### src/rtl/switch_bounce_generator.sv
// Emulated mechanical switch: turns a clean level command into an LFSR-randomised toggle burst
// that settles on the commanded level. Optional settle-phase glitches: SWITCH_BOUNCE_GLITCH_EN.
module switch_bounce_generator #(
    parameter logic                 RESET_LEVEL  = 1'b0,
    parameter int                   GAP_WIDTH    = 16,
    parameter int                   MIN_GAP      = 50,
    parameter logic [GAP_WIDTH-1:0] GAP_MASK     = 'h00FF,
    parameter int                   SETTLE_COUNT = 1000,
    parameter logic [15:0]          LFSR_SEED    = 16'hACE1
) (
    input  logic       clk,
    input  logic       rst_n,
    input  logic       cmd_valid,
    output logic       cmd_ready,
    input  logic       cmd_level,
    input  logic [3:0] cfg_bounces,
    output logic       bounce_out,
    output logic       busy,
    output logic       done
);

    localparam int                   SW          = $clog2(SETTLE_COUNT + 1);
    localparam logic [15:0]          SEED        = (LFSR_SEED == 16'h0000) ? 16'h0001 : LFSR_SEED;
    localparam logic [GAP_WIDTH:0]   MIN_GAP_W   = (GAP_WIDTH + 1)'(MIN_GAP);
    localparam logic [SW-1:0]        SETTLE_LOAD = SW'(SETTLE_COUNT);

    typedef enum logic [1:0] {
        IDLE   = 2'd0,
        BOUNCE = 2'd1,
        SETTLE = 2'd2
    } state_t;

    state_t               state_q, state_d;
    logic                 bounce_q, bounce_d;
    logic [4:0]           remaining_q, remaining_d;
    logic [GAP_WIDTH-1:0] gap_cnt_q, gap_cnt_d;
    logic [SW-1:0]        settle_cnt_q, settle_cnt_d;
    logic                 done_q, done_d;
    logic                 busy_q, busy_d;
    logic                 ready_q, ready_d;
    logic [15:0]          lfsr_q, lfsr_d;
`ifdef SWITCH_BOUNCE_GLITCH_EN
    logic                 glitch_q, glitch_d;
`endif

    logic [GAP_WIDTH-1:0] lfsr_slice;
    logic [GAP_WIDTH:0]   gap_sum;
    logic [GAP_WIDTH-1:0] gap;

    // Galois form of x^16+x^14+x^13+x^11; a non-zero seed never reaches zero.
    assign lfsr_d     = {1'b0, lfsr_q[15:1]} ^ (lfsr_q[0] ? 16'hB400 : 16'h0000);
    assign lfsr_slice = GAP_WIDTH'(lfsr_q);
    assign gap_sum    = MIN_GAP_W + {1'b0, lfsr_slice & GAP_MASK};
    assign gap        = gap_sum[GAP_WIDTH] ? '1 : gap_sum[GAP_WIDTH-1:0];

    always_ff @(posedge clk or negedge rst_n) begin
        if (!rst_n) begin
            state_q      <= IDLE;
            bounce_q     <= RESET_LEVEL;
            remaining_q  <= '0;
            gap_cnt_q    <= '0;
            settle_cnt_q <= '0;
            done_q       <= 1'b0;
            busy_q       <= 1'b0;
            ready_q      <= 1'b1;
            lfsr_q       <= SEED;
`ifdef SWITCH_BOUNCE_GLITCH_EN
            glitch_q     <= 1'b0;
`endif
        end else begin
            state_q      <= state_d;
            bounce_q     <= bounce_d;
            remaining_q  <= remaining_d;
            gap_cnt_q    <= gap_cnt_d;
            settle_cnt_q <= settle_cnt_d;
            done_q       <= done_d;
            busy_q       <= busy_d;
            ready_q      <= ready_d;
            lfsr_q       <= lfsr_d;
`ifdef SWITCH_BOUNCE_GLITCH_EN
            glitch_q     <= glitch_d;
`endif
        end
    end

    always_comb begin
        state_d      = state_q;
        bounce_d     = bounce_q;
        remaining_d  = remaining_q;
        gap_cnt_d    = gap_cnt_q;
        settle_cnt_d = settle_cnt_q;
        done_d       = 1'b0;
`ifdef SWITCH_BOUNCE_GLITCH_EN
        glitch_d     = 1'b0;
`endif
        case (state_q)
            IDLE: begin
                if (cmd_valid) begin
                    if (cmd_level == bounce_q) begin
                        done_d = 1'b1;
                    end else begin
                        // The first of the 2N+1 toggles happens on the accepting edge.
                        bounce_d    = ~bounce_q;
                        remaining_d = {cfg_bounces, 1'b0};
                        if (cfg_bounces == 4'd0) begin
                            state_d      = SETTLE;
                            settle_cnt_d = SETTLE_LOAD;
                        end else begin
                            state_d   = BOUNCE;
                            gap_cnt_d = gap;
                        end
                    end
                end
            end
            BOUNCE: begin
                if (gap_cnt_q <= 1) begin
                    bounce_d    = ~bounce_q;
                    remaining_d = remaining_q - 5'd1;
                    if (remaining_q == 5'd1) begin
                        state_d      = SETTLE;
                        settle_cnt_d = SETTLE_LOAD;
                    end else begin
                        gap_cnt_d = gap;
                    end
                end else begin
                    gap_cnt_d = gap_cnt_q - 1'b1;
                end
            end
            SETTLE: begin
                if (settle_cnt_q <= 1) begin
                    state_d = IDLE;
                    done_d  = 1'b1;
                end else begin
                    settle_cnt_d = settle_cnt_q - 1'b1;
`ifdef SWITCH_BOUNCE_GLITCH_EN
                    // Glitch only lands on cycles with count >= 2, so the last settle cycle stays clean.
                    if (glitch_q) begin
                        bounce_d = ~bounce_q;
                    end else if (lfsr_q[15:12] == 4'h0 && int'(settle_cnt_q) >= 3) begin
                        bounce_d = ~bounce_q;
                        glitch_d = 1'b1;
                    end
`endif
                end
            end
            default: begin
                state_d = IDLE;
            end
        endcase
        busy_d  = (state_d != IDLE);
        ready_d = (state_d == IDLE);
    end

    assign cmd_ready  = ready_q;
    assign bounce_out = bounce_q;
    assign busy       = busy_q;
    assign done       = done_q;

endmodule
### config.mk
export PLATFORM = sky130hd
export DESIGN_NAME = switch_bounce_generator
export DESIGN_NICKNAME = d
export VERILOG_FILES = /design/src/rtl/switch_bounce_generator.sv
export SDC_FILE = /design/constraint.sdc
export NUM_CORES = 1
export LEC_CHECK = 0
export CAP_MARGIN = 0
export CORE_UTILIZATION = 40
export CTS_CLUSTER_SIZE = 14
export DETAILED_ROUTE_END_ITERATION = 10
export PLACE_DENSITY = 0.63
export SETUP_SLACK_MARGIN = 0.4
export SYNTH_ARGS = -nofsm -noshare
export SYNTH_HDL_FRONTEND = slang
export SYNTH_SLANG_ARGS = --single-unit
### constraint.sdc
create_clock -name clk -period 2.2 [get_ports clk]
set_clock_uncertainty 0.05 [all_clocks]
set_input_delay 0.22 -clock clk [delete_from_list [all_inputs] [get_ports clk]]
set_output_delay 0.22 -clock clk [all_outputs]
set_load 0.05 [all_outputs]
==> run summary, run 1 <==
Cell Area, Placed: 3230 µm²
Slew @ Worst Pin: 0.606 ns
GRT Overall Usage: 0.185
1st-iter DRT viols: 66
setup TNS: 0 ns
overall routed net length: 6380 µm
vias in the first global route: 2146
Ant. Diodes: 0
WL met3: 141 µm
layout cells sized above 1: 0.405
CP peak stage delay: 0.40 ns
smallest hold slack: 0.308 ns
commonest non-fill, non-tap cell in the layout: buf_4
PD cells: 867 nW/µm²
XOR/XNOR share of the synthesized area: 0.0517
Setup CP Type: register to register
Clk Latency, worst-skew pair: 0.31 ns
number of antenna-violating nets in the routed design: 0
post-synthesis simple-gate area fraction: 0.190
sequential share of the synthesized area: 0.494
Final Critical Period: 2.04 ns
fin area: 3850 µm²
Yosys reg bits: 53
Critical Path Start Type: register
Core Area: 6460 µm²
Initial Utilization: 0.420
mux share of post-synthesis cell area: 0.0494
slowest stage cell, crit path: dfrtp_1
outcome: finished, violations left
CTS root buf: clkbuf_8
clock-pin slew on the worst setup and hold paths: 0.09 ns
WP data required: 2.35 ns
Min-Delay Startpoint: lfsr_q[12]
GRT overflow: 0
I/O pin count: 12
H-tree lvl count: 2
Syn Area/Cell: 10.6 µm²
Peak Freq: 0.490 GHz
DR pass1 iterations: 7
worst path cell trace: inv_2, ha_2, o211a_1, buf_6, a21oi_4, buf_12, mux2_4, a221o_1
Hold Crit Class: register to register
first-pass GRT wire length: 10300 µm
failing checks: design-rule violations
syn nets: 271
vias per cell: 5.55
CTS tree: built
Die ar.: 7110 µm²
WL/cell: 15.6 µm
period utilization: 0.928
# port buffers: 11
post-DP HPWL: 4120 µm
Worst VDD drop: 0.000618 V
WL met2: 3090 µm
crit-path max FO: 6
RSZ-0062 raised after global routing: yes
EDFF count, synth: 0
most frequent cells in the layout: buf_4, dfrtp_1, nor2_1
cts bufs inserted: 5
combinational family with the most area after synthesis: simple AND/OR/NAND/NOR gates
fin. max-slew vios: 0
Synth async-reset ratio: 1.00
Met1 Wirelength: 3010 µm
final setup vio count: 0
clock buffer depth: 2
complex-gate fraction of the synthesized area: 0.148
Post-route DRC: 2
Post-Syn Area: 2710 µm²
antenna violations before repair: 0
Final nets: 347
Util after Layout: 0.596
Main synth FF type: dfrtp_1
CP endpoint kind: register
Cells after Synth: 256
Max Cap Viol: 0
Core Rows: 29
worst relative slew slack: 0.596
Worst R2R Start: gap_cnt_q[1]
synthesis-to-layout area growth: 42.1%
crit path from: gap_cnt_q[1]
RePlAce Congestion: 0.829
top layer in use: met4
leak pwr: 1.77 nW
Arr. time, crit path: 2.19 ns
total power: 3.34 mW
Synth Area in Adders: 0.0323
die width: 84.3 µm
Fin. Hold Viols: 0
largest net degree at the start of global routing: 30
CTS sink cnt: 53
vias: 2274
Synth cell types: 51
yosys warns: 0
chip height: 84.3 µm
-- report_power, final --
group | switching, mW | internal, mW
Clock | 0.307 | 0.257
Combinational | 0.642 | 0.709
Sequential | 0.246 | 1.18
-- through the flow --
stage	cells	worst slack, ns
2_1_floorplan	256	0.190
3_3_place_gp	371	-0.0970
3_5_place_dp	371	-0.111
4_1_cts	397	0.175
5_1_grt	410	0.110
6_report	410	0.159
-- repair_timing --
action,4_1_cts,5_1_grt
gates resized for setup,31,33
pin swaps,11,17
endpoints found under the hold margin,19,0
endpoints found under the setup margin,39,37
hold buffers,1,0
setup buffers,17,13
-- synth_stat cells, drive strengths merged, types with 4 or more instances --
master / number / area share
dfrtp: 44 / 0.41
nor2: 18 / 0.025
nand2: 17 / 0.024
inv: 13 / 0.018
nor3: 13 / 0.024
mux2i: 10 / 0.037
nor4: 10 / 0.031
dfstp: 9 / 0.087
xnor2: 9 / 0.029
a21oi: 7 / 0.013
ha: 7 / 0.032
nand3: 7 / 0.013
o21ai: 7 / 0.013
xor2: 7 / 0.023
a21o: 5 / 0.014
a221o: 5 / 0.018
a31oi: 5 / 0.012
buf: 5 / 0.012
clkbuf: 4 / 0.0055
nand2b: 4 / 0.0092
or3: 4 / 0.0092
-- cell type report --
class | instances | area [µm²]
timing repair buffer | 78 | 691
fill | 519 | 2610
inverter | 13 | 48.8
multi-input combinational | 181 | 1590
sequential | 53 | 1340
tap | 77 | 96.3
clock buffer | 8 | 90.1
-- worst paths after layout --
path / end / slack (ns) / cells past startpoint
max in group asynchronous: lfsr_q[15] / 1.07 / 3
min in group asynchronous: lfsr_q[9] / 0.41 / 2
worst max register to register: gap_cnt_q[6] / 0.16 / 8
worst max-delay path: gap_cnt_q[6] / 0.16 / 8
worst min register to register: lfsr_q[11] / 0.31 / 0
worst min-delay path: lfsr_q[11] / 0.31 / 0
-- kinds of logic after synthesis --
group | after synthesis
simple gates | 94
flops | 53
compound gates | 51
mux | 13
xor+xnor | 16
buf+inv | 22
fa+ha+maj | 7
-- state kept, by name, summed over array words and instances (netlist names) --
name and cells:
bounce_out 1, remaining_q 5, lfsr_q 16, gap_cnt_q 16
cmd_ready 1, state_q 2, settle_cnt_q 10, busy 1
done 1
-- worst max-delay path: cells and delay by family, from the launching register on --
kind | cells | cell delay, ns
buffers and inverters | 3 | 0.33
adders and majority gates | 1 | 0.18
muxes | 1 | 0.29
AOI/OAI and AO/OA | 3 | 0.66
DFF | 1 | 0.40
-- routing by layer --
layer	vias to the layer above	global-route usage
met5	-	0
met4	0	0.0674
met3	11	0.0334
met2	25	0.301
met1	1145	0.247
li1	1093	-
No activity file was read; power rests on OpenSTA's default activity.
==> run 2: changes to the inputs <==
--- a/config.mk
+++ b/config.mk
@@ -11,6 +11,7 @@
 export DETAILED_ROUTE_END_ITERATION = 10
 export PLACE_DENSITY = 0.63
 export SETUP_SLACK_MARGIN = 0.4
+export SKIP_CTS_REPAIR_TIMING = 1
 export SYNTH_ARGS = -nofsm -noshare
 export SYNTH_HDL_FRONTEND = slang
 export SYNTH_SLANG_ARGS = --single-unit
==> run summary, run 2 (synthesis gave the netlist of run 1 again) <==
# port buffers: 11 (unchanged)
Min-Delay Startpoint: lfsr_q[12] (unchanged)
I/O pin count: 12 (unchanged)
top layer in use: met4 (unchanged)
worst relative slew slack: 0.602 (was 0.596)
RSZ-0062 raised after global routing: yes (unchanged)
flop2flop setup slack: 0.17 ns (was 0.16 ns)
number of antenna-violating nets in the routed design: 0 (unchanged)
post-DP HPWL: 4120 µm (unchanged)
Initial Utilization: 0.420 (unchanged)
final setup vio count: 0 (unchanged)
first-pass GRT wire length: 9720 µm (was 10300 µm)
die width: 84.3 µm (unchanged)
largest net degree at the start of global routing: 30 (unchanged)
Peak Freq: 0.491 GHz (was 0.490 GHz)
fin area: 3800 µm² (was 3850 µm²)
leak pwr: 1.76 nW (was 1.77 nW)
clock buffer depth: 2 (unchanged)
GRT Overall Usage: 0.173 (was 0.185)
outcome: finished, violations left (unchanged)
synthesis-to-layout area growth: 40.1% (was 42.1%)
vias: 2240 (was 2274)
most frequent cells in the layout: buf_4, dfrtp_1, nor2_1 (unchanged)
PD cells: 858 nW/µm² (was 867 nW/µm²)
Final Critical Period: 2.03 ns (was 2.04 ns)
CTS tree: built (unchanged)
WL met3: 147 µm (was 141 µm)
Ant. Diodes: 0 (unchanged)
Worst R2R Start: state_q[0] (was gap_cnt_q[1])
Arr. time, crit path: 2.18 ns (was 2.19 ns)
crit-path max FO: 7 (was 6)
chip height: 84.3 µm (unchanged)
vias in the first global route: 2035 (was 2146)
Cell Area, Placed: 3230 µm² (unchanged)
RePlAce Congestion: 0.829 (unchanged)
Die ar.: 7110 µm² (unchanged)
antenna violations before repair: 0 (unchanged)
worst reg-to-reg path cell count: 4 (was 8)
Min-Delay Endpoint: lfsr_q[11] (unchanged)
Critical Path Start Type: register (unchanged)
Core Area: 6460 µm² (unchanged)
CTS sink cnt: 53 (unchanged)
vias per cell: 5.53 (was 5.55)
overall routed net length: 6360 µm (was 6380 µm)
WP data required: 2.34 ns (was 2.35 ns)
smallest hold slack: 0.308 ns (about the same)
H-tree lvl count: 2 (unchanged)
Min-Delay Path Depth: 0 (unchanged)
Fin. Hold Viols: 0 (unchanged)
Clk Latency, worst-skew pair: 0.31 ns (about the same)
Slew @ Worst Pin: 0.597 ns (was 0.606 ns)
FILL cells: 534 (was 519)
top flop regs: gap_cnt_q x16, lfsr_q x16, settle_cnt_q x10 (unchanged)
Setup CP Type: register to register (unchanged)
Max Cap Viol: 0 (unchanged)
WL met2: 3110 µm (was 3090 µm)
Core Rows: 29 (unchanged)
Worst VDD drop: 0.000599 V (was 0.000618 V)
layout cells sized above 1: 0.384 (was 0.405)
CP endpoint kind: register (unchanged)
cts bufs inserted: 5 (unchanged)
WL/cell: 15.7 µm (was 15.6 µm)
1st-iter DRT viols: 66 (unchanged)
commonest non-fill, non-tap cell in the layout: buf_4 (unchanged)
period utilization: 0.925 (was 0.928)
Hold Crit Class: register to register (unchanged)
CTS root buf: clkbuf_8 (unchanged)
failing checks: design-rule violations (unchanged)
DR pass1 iterations: 7 (unchanged)
GRT overflow: 0 (unchanged)
clock-pin slew on the worst setup and hold paths: 0.09 ns (about the same)
Final nets: 342 (was 347)
Met1 Wirelength: 3030 µm (was 3010 µm)
Worst R2R End: gap_cnt_q[6] (unchanged)
fin. max-slew vios: 0 (unchanged)
Post-route DRC: 2 (unchanged)
-- run 2: cell types whose count changed in the layout (fill, tap and decap cells not counted), sizes merged --
cell	previous run	this run
dlymetal6s2s	0	2
buf	67	62
dlygate4sd2	2	0
-- run 2: where the power goes --
| part | total, mW | switching, mW | leakage (nW) | internal (mW) |
|---|---|---|---|---|
| clock | 0.559 | 0.302 | 0.0455 | 0.257 |
| combinational | 1.27 | 0.610 | 1.08 | 0.664 |
| sequential | 1.43 | 0.246 | 0.631 | 1.18 |
| total | 3.26 | 1.16 | 1.76 | 2.10 |
-- run 2: final cells by class --
class | instances | area, µm² | share of cell area
multi-input combinational | 181 | 1570 | 0.414
sequential | 53 | 1340 | 0.353
timing repair buffer | 73 | 648 | 0.171
tap | 77 | 96.3 | 0.0254
clock buffer | 8 | 90.1 | 0.0237
inverter | 13 | 48.8 | 0.0129
-- run 2: stage by stage --
stage	TNS [ns]	worst slack, ns	util	total power [mW]	std cells
after CTS	-0.0669	-0.0254	0.515	3.07	379
after floorplan	0	0.190	-	2.10	256
after global placement	-0.152	-0.0970	0.501	2.46	371
after detailed placement	-0.216	-0.111	0.501	2.50	371
final	0	0.165	0.588	3.26	405
after global routing	0	0.0757	0.588	3.47	405
-- run 2: metal layers --
layer	global-route usage	vias up
met5	0	-
met4	0.0611	0
met3	0.0324	6
met2	0.276	21
met1	0.237	1130
li1	-	1083
-- run 2: worst max path at each step --
stage,slack (ns),endpoint,from
6_report,0.17,gap_cnt_q[6],state_q[0]
3_5_place_dp,-0.11,gap_cnt_q[6],cmd_valid
5_1_grt,0.08,gap_cnt_q[6],gap_cnt_q[0]
3_3_place_gp,-0.1,gap_cnt_q[6],cmd_valid
4_1_cts,-0.03,gap_cnt_q[7],gap_cnt_q[8]
2_1_floorplan,0.19,settle_cnt_q[4],settle_cnt_q[4]
-- run 2: critical path: stages, from the launching register on --
cell	delay [ns]
dfrtp_2	0.44
or3b_4	0.43
o32a_2	0.43
mux2_4	0.29
a221o_1	0.28
==> run 3: changes to the inputs <==
==> constraint.sdc (replaced) <==
create_clock -name clk -period 1.65 [get_ports clk]
set_clock_uncertainty 0.05 [all_clocks]
set_input_delay 0.4125 -clock clk [delete_from_list [all_inputs] [get_ports clk]]
set_output_delay 0.4125 -clock clk [all_outputs]
set_load 0.05 [all_outputs]
==> run summary, run 3 (synthesis gave the netlist of run 1 again) <==
outcome: finished, violations left (unchanged)
failing checks: negative hold slack, negative setup slack (was design-rule violations)
CTS root buf: clkbuf_8 (unchanged)
Max Cap Viol: 0 (unchanged)
smallest hold slack: -0.0194 ns (was 0.308 ns)
setup TNS: -7.30 ns (was 0 ns)
final setup vio count: 37 (was 0)
CP peak stage delay: 0.44 ns (about the same)
antenna violations before repair: 0 (unchanged)
period utilization: 1.20 (was 0.925)
synthesis-to-layout area growth: 54.9% (was 40.1%)
CTS sink cnt: 53 (unchanged)
CTS tree: built (unchanged)
GRT overflow: 0 (unchanged)
Setup CP Type: register to register (unchanged)
Core Rows: 29 (unchanged)
crit path from: state_q[1] (was state_q[0])
first-pass GRT wire length: 10700 µm (was 9720 µm)
leak pwr: 1.98 nW (was 1.76 nW)
GRT Overall Usage: 0.191 (was 0.173)
Worst VDD drop: 0.000897 V (was 0.000599 V)
crit-path max FO: 4 (was 7)
register area: 1340 µm² (about the same)
1st-iter DRT viols: 85 (was 66)
total power: 5.23 mW (was 3.26 mW)
Hold Crit Class: input port to asynchronous set/reset pin (was register to register)
Final Critical Period: 1.98 ns (was 2.03 ns)
chip height: 84.3 µm (unchanged)
post-DP HPWL: 4700 µm (was 4120 µm)
fin. max-slew vios: 0 (unchanged)
Clk Latency, worst-skew pair: 0.31 ns (about the same)
# port buffers: 11 (unchanged)
slowest stage cell, crit path: or3b_4 (was dfrtp_2)
die width: 84.3 µm (unchanged)
number of antenna-violating nets in the routed design: 0 (unchanged)
clock buffer depth: 2 (unchanged)
placed insts: 411 (was 371)
DR pass1 iterations: 4 (was 7)
top flop regs: gap_cnt_q x16, lfsr_q x16, settle_cnt_q x10 (unchanged)
I/O pin count: 12 (unchanged)
Ant. Diodes: 0 (unchanged)
worst relative slew slack: 0.704 (was 0.602)
vias in the first global route: 2237 (was 2035)
clock-pin slew on the worst setup and hold paths: 0.11 ns (was 0.09 ns)
overall routed net length: 7100 µm (was 6360 µm)
RePlAce Congestion: 0.848 (was 0.829)
cts bufs inserted: 5 (unchanged)
vias: 2364 (was 2240)
Peak Freq: 0.505 GHz (was 0.491 GHz)
CP endpoint kind: register (unchanged)
Final nets: 369 (was 342)
Worst R2R Start: state_q[1] (was state_q[0])
final std cells w/o fill: 432 (was 405)
Core Area: 6460 µm² (unchanged)
WL/cell: 16.4 µm (was 15.7 µm)
Initial Utilization: 0.420 (unchanged)
Util after Layout: 0.650 (was 0.588)
H-tree lvl count: 2 (unchanged)
multi-input logic area: 1650 µm² (was 1570 µm²)
Post-route DRC: 0 (was 2)
PD cells: 1250 nW/µm² (was 858 nW/µm²)
Setup WS post-layout: -0.332 ns (was 0.165 ns)
Slew @ Worst Pin: 0.444 ns (was 0.597 ns)
WP data required: 1.80 ns (was 2.34 ns)
commonest non-fill, non-tap cell in the layout: buf_4 (unchanged)
vias per cell: 5.47 (was 5.53)
Fin. Hold Viols: 11 (was 0)
layout cells sized above 1: 0.496 (was 0.384)
Critical Path Start Type: register (unchanged)
largest net degree at the start of global routing: 22 (was 30)
FILL cells: 501 (was 534)
Die ar.: 7110 µm² (unchanged)
RSZ-0062 raised after global routing: yes (unchanged)
Arr. time, crit path: 2.13 ns (was 2.18 ns)
worst path cell trace: or3b_4, o32a_1, mux2_4, a221o_1 (was or3b_4, o32a_2, mux2_4, a221o_1)
most frequent cells in the layout: buf_4, dfrtp_1, nor2_1 (unchanged)
## run 3: cell count changes in the layout (fill, tap and decap cells not counted), sizes merged
cell,previous run,this run
clkbuf,8,5
clkdlybuf4s50,8,2
inv,13,14
bufinv,0,2
dlymetal6s2s,2,4
buf,62,94
dlygate4sd3,1,0
## run 3: critical path, delay by kind of cell, from the launching register on
family | cells | cell delay (ns)
AO/OA/AOI/OAI | 2 | 0.68
multiplexers | 1 | 0.29
flip-flops | 1 | 0.41
AND/OR/NAND/NOR | 1 | 0.44
## run 3: worst paths after layout
check | end | slack [ns] | cells after the start
hold / removal | settle_cnt_q[8] | -0.02 | 1
setup / recovery | gap_cnt_q[6] | -0.33 | 4
setup reg to reg | gap_cnt_q[6] | -0.33 | 4
hold reg to reg | lfsr_q[8] | 0.30 | 0
max in group asynchronous | lfsr_q[0] | 1.04 | 2
min in group clk | lfsr_q[8] | 0.30 | 0
## run 3: report_power, final
part	total (mW)	internal, mW	switching [mW]
Clock	1.07	0.611	0.457
Sequential	1.83	1.57	0.257
Combinational	2.34	1.26	1.07
Total	5.23	3.45	1.79
## run 3: cell type report
class,count,area share
clock buffers,5,0.0164
multi-input cells,181,0.392
flip-flops and latches,53,0.319
clock inverters,3,0.0164
inverters,13,0.0128
well taps,77,0.0230
repair buffers,100,0.220
## run 3: per-layer routing
| metal | routed length, µm | global-route usage |
|---|---|---|
| met1 | 3330 | 0.271 |
| met2 | 3490 | 0.305 |
| met3 | 210 | 0.0334 |
| met4 | 70 | 0.0470 |
| met5 | 0 | 0 |
## run 3: metrics by stage
| step | instance area, µm² | setup WS (ns) | hold WS [ns] |
|---|---|---|---|
| 3_3_place_gp | 3670 | -0.743 | 0.287 |
| 2_1_floorplan | 2900 | -0.360 | 0.0669 |
| 3_5_place_dp | 3670 | -0.749 | 0.288 |
| 6_report | 4200 | -0.332 | -0.0194 |
| 5_1_grt | 4200 | -0.350 | 0.00234 |
| 4_1_cts | 3810 | -0.415 | -0.0107 |
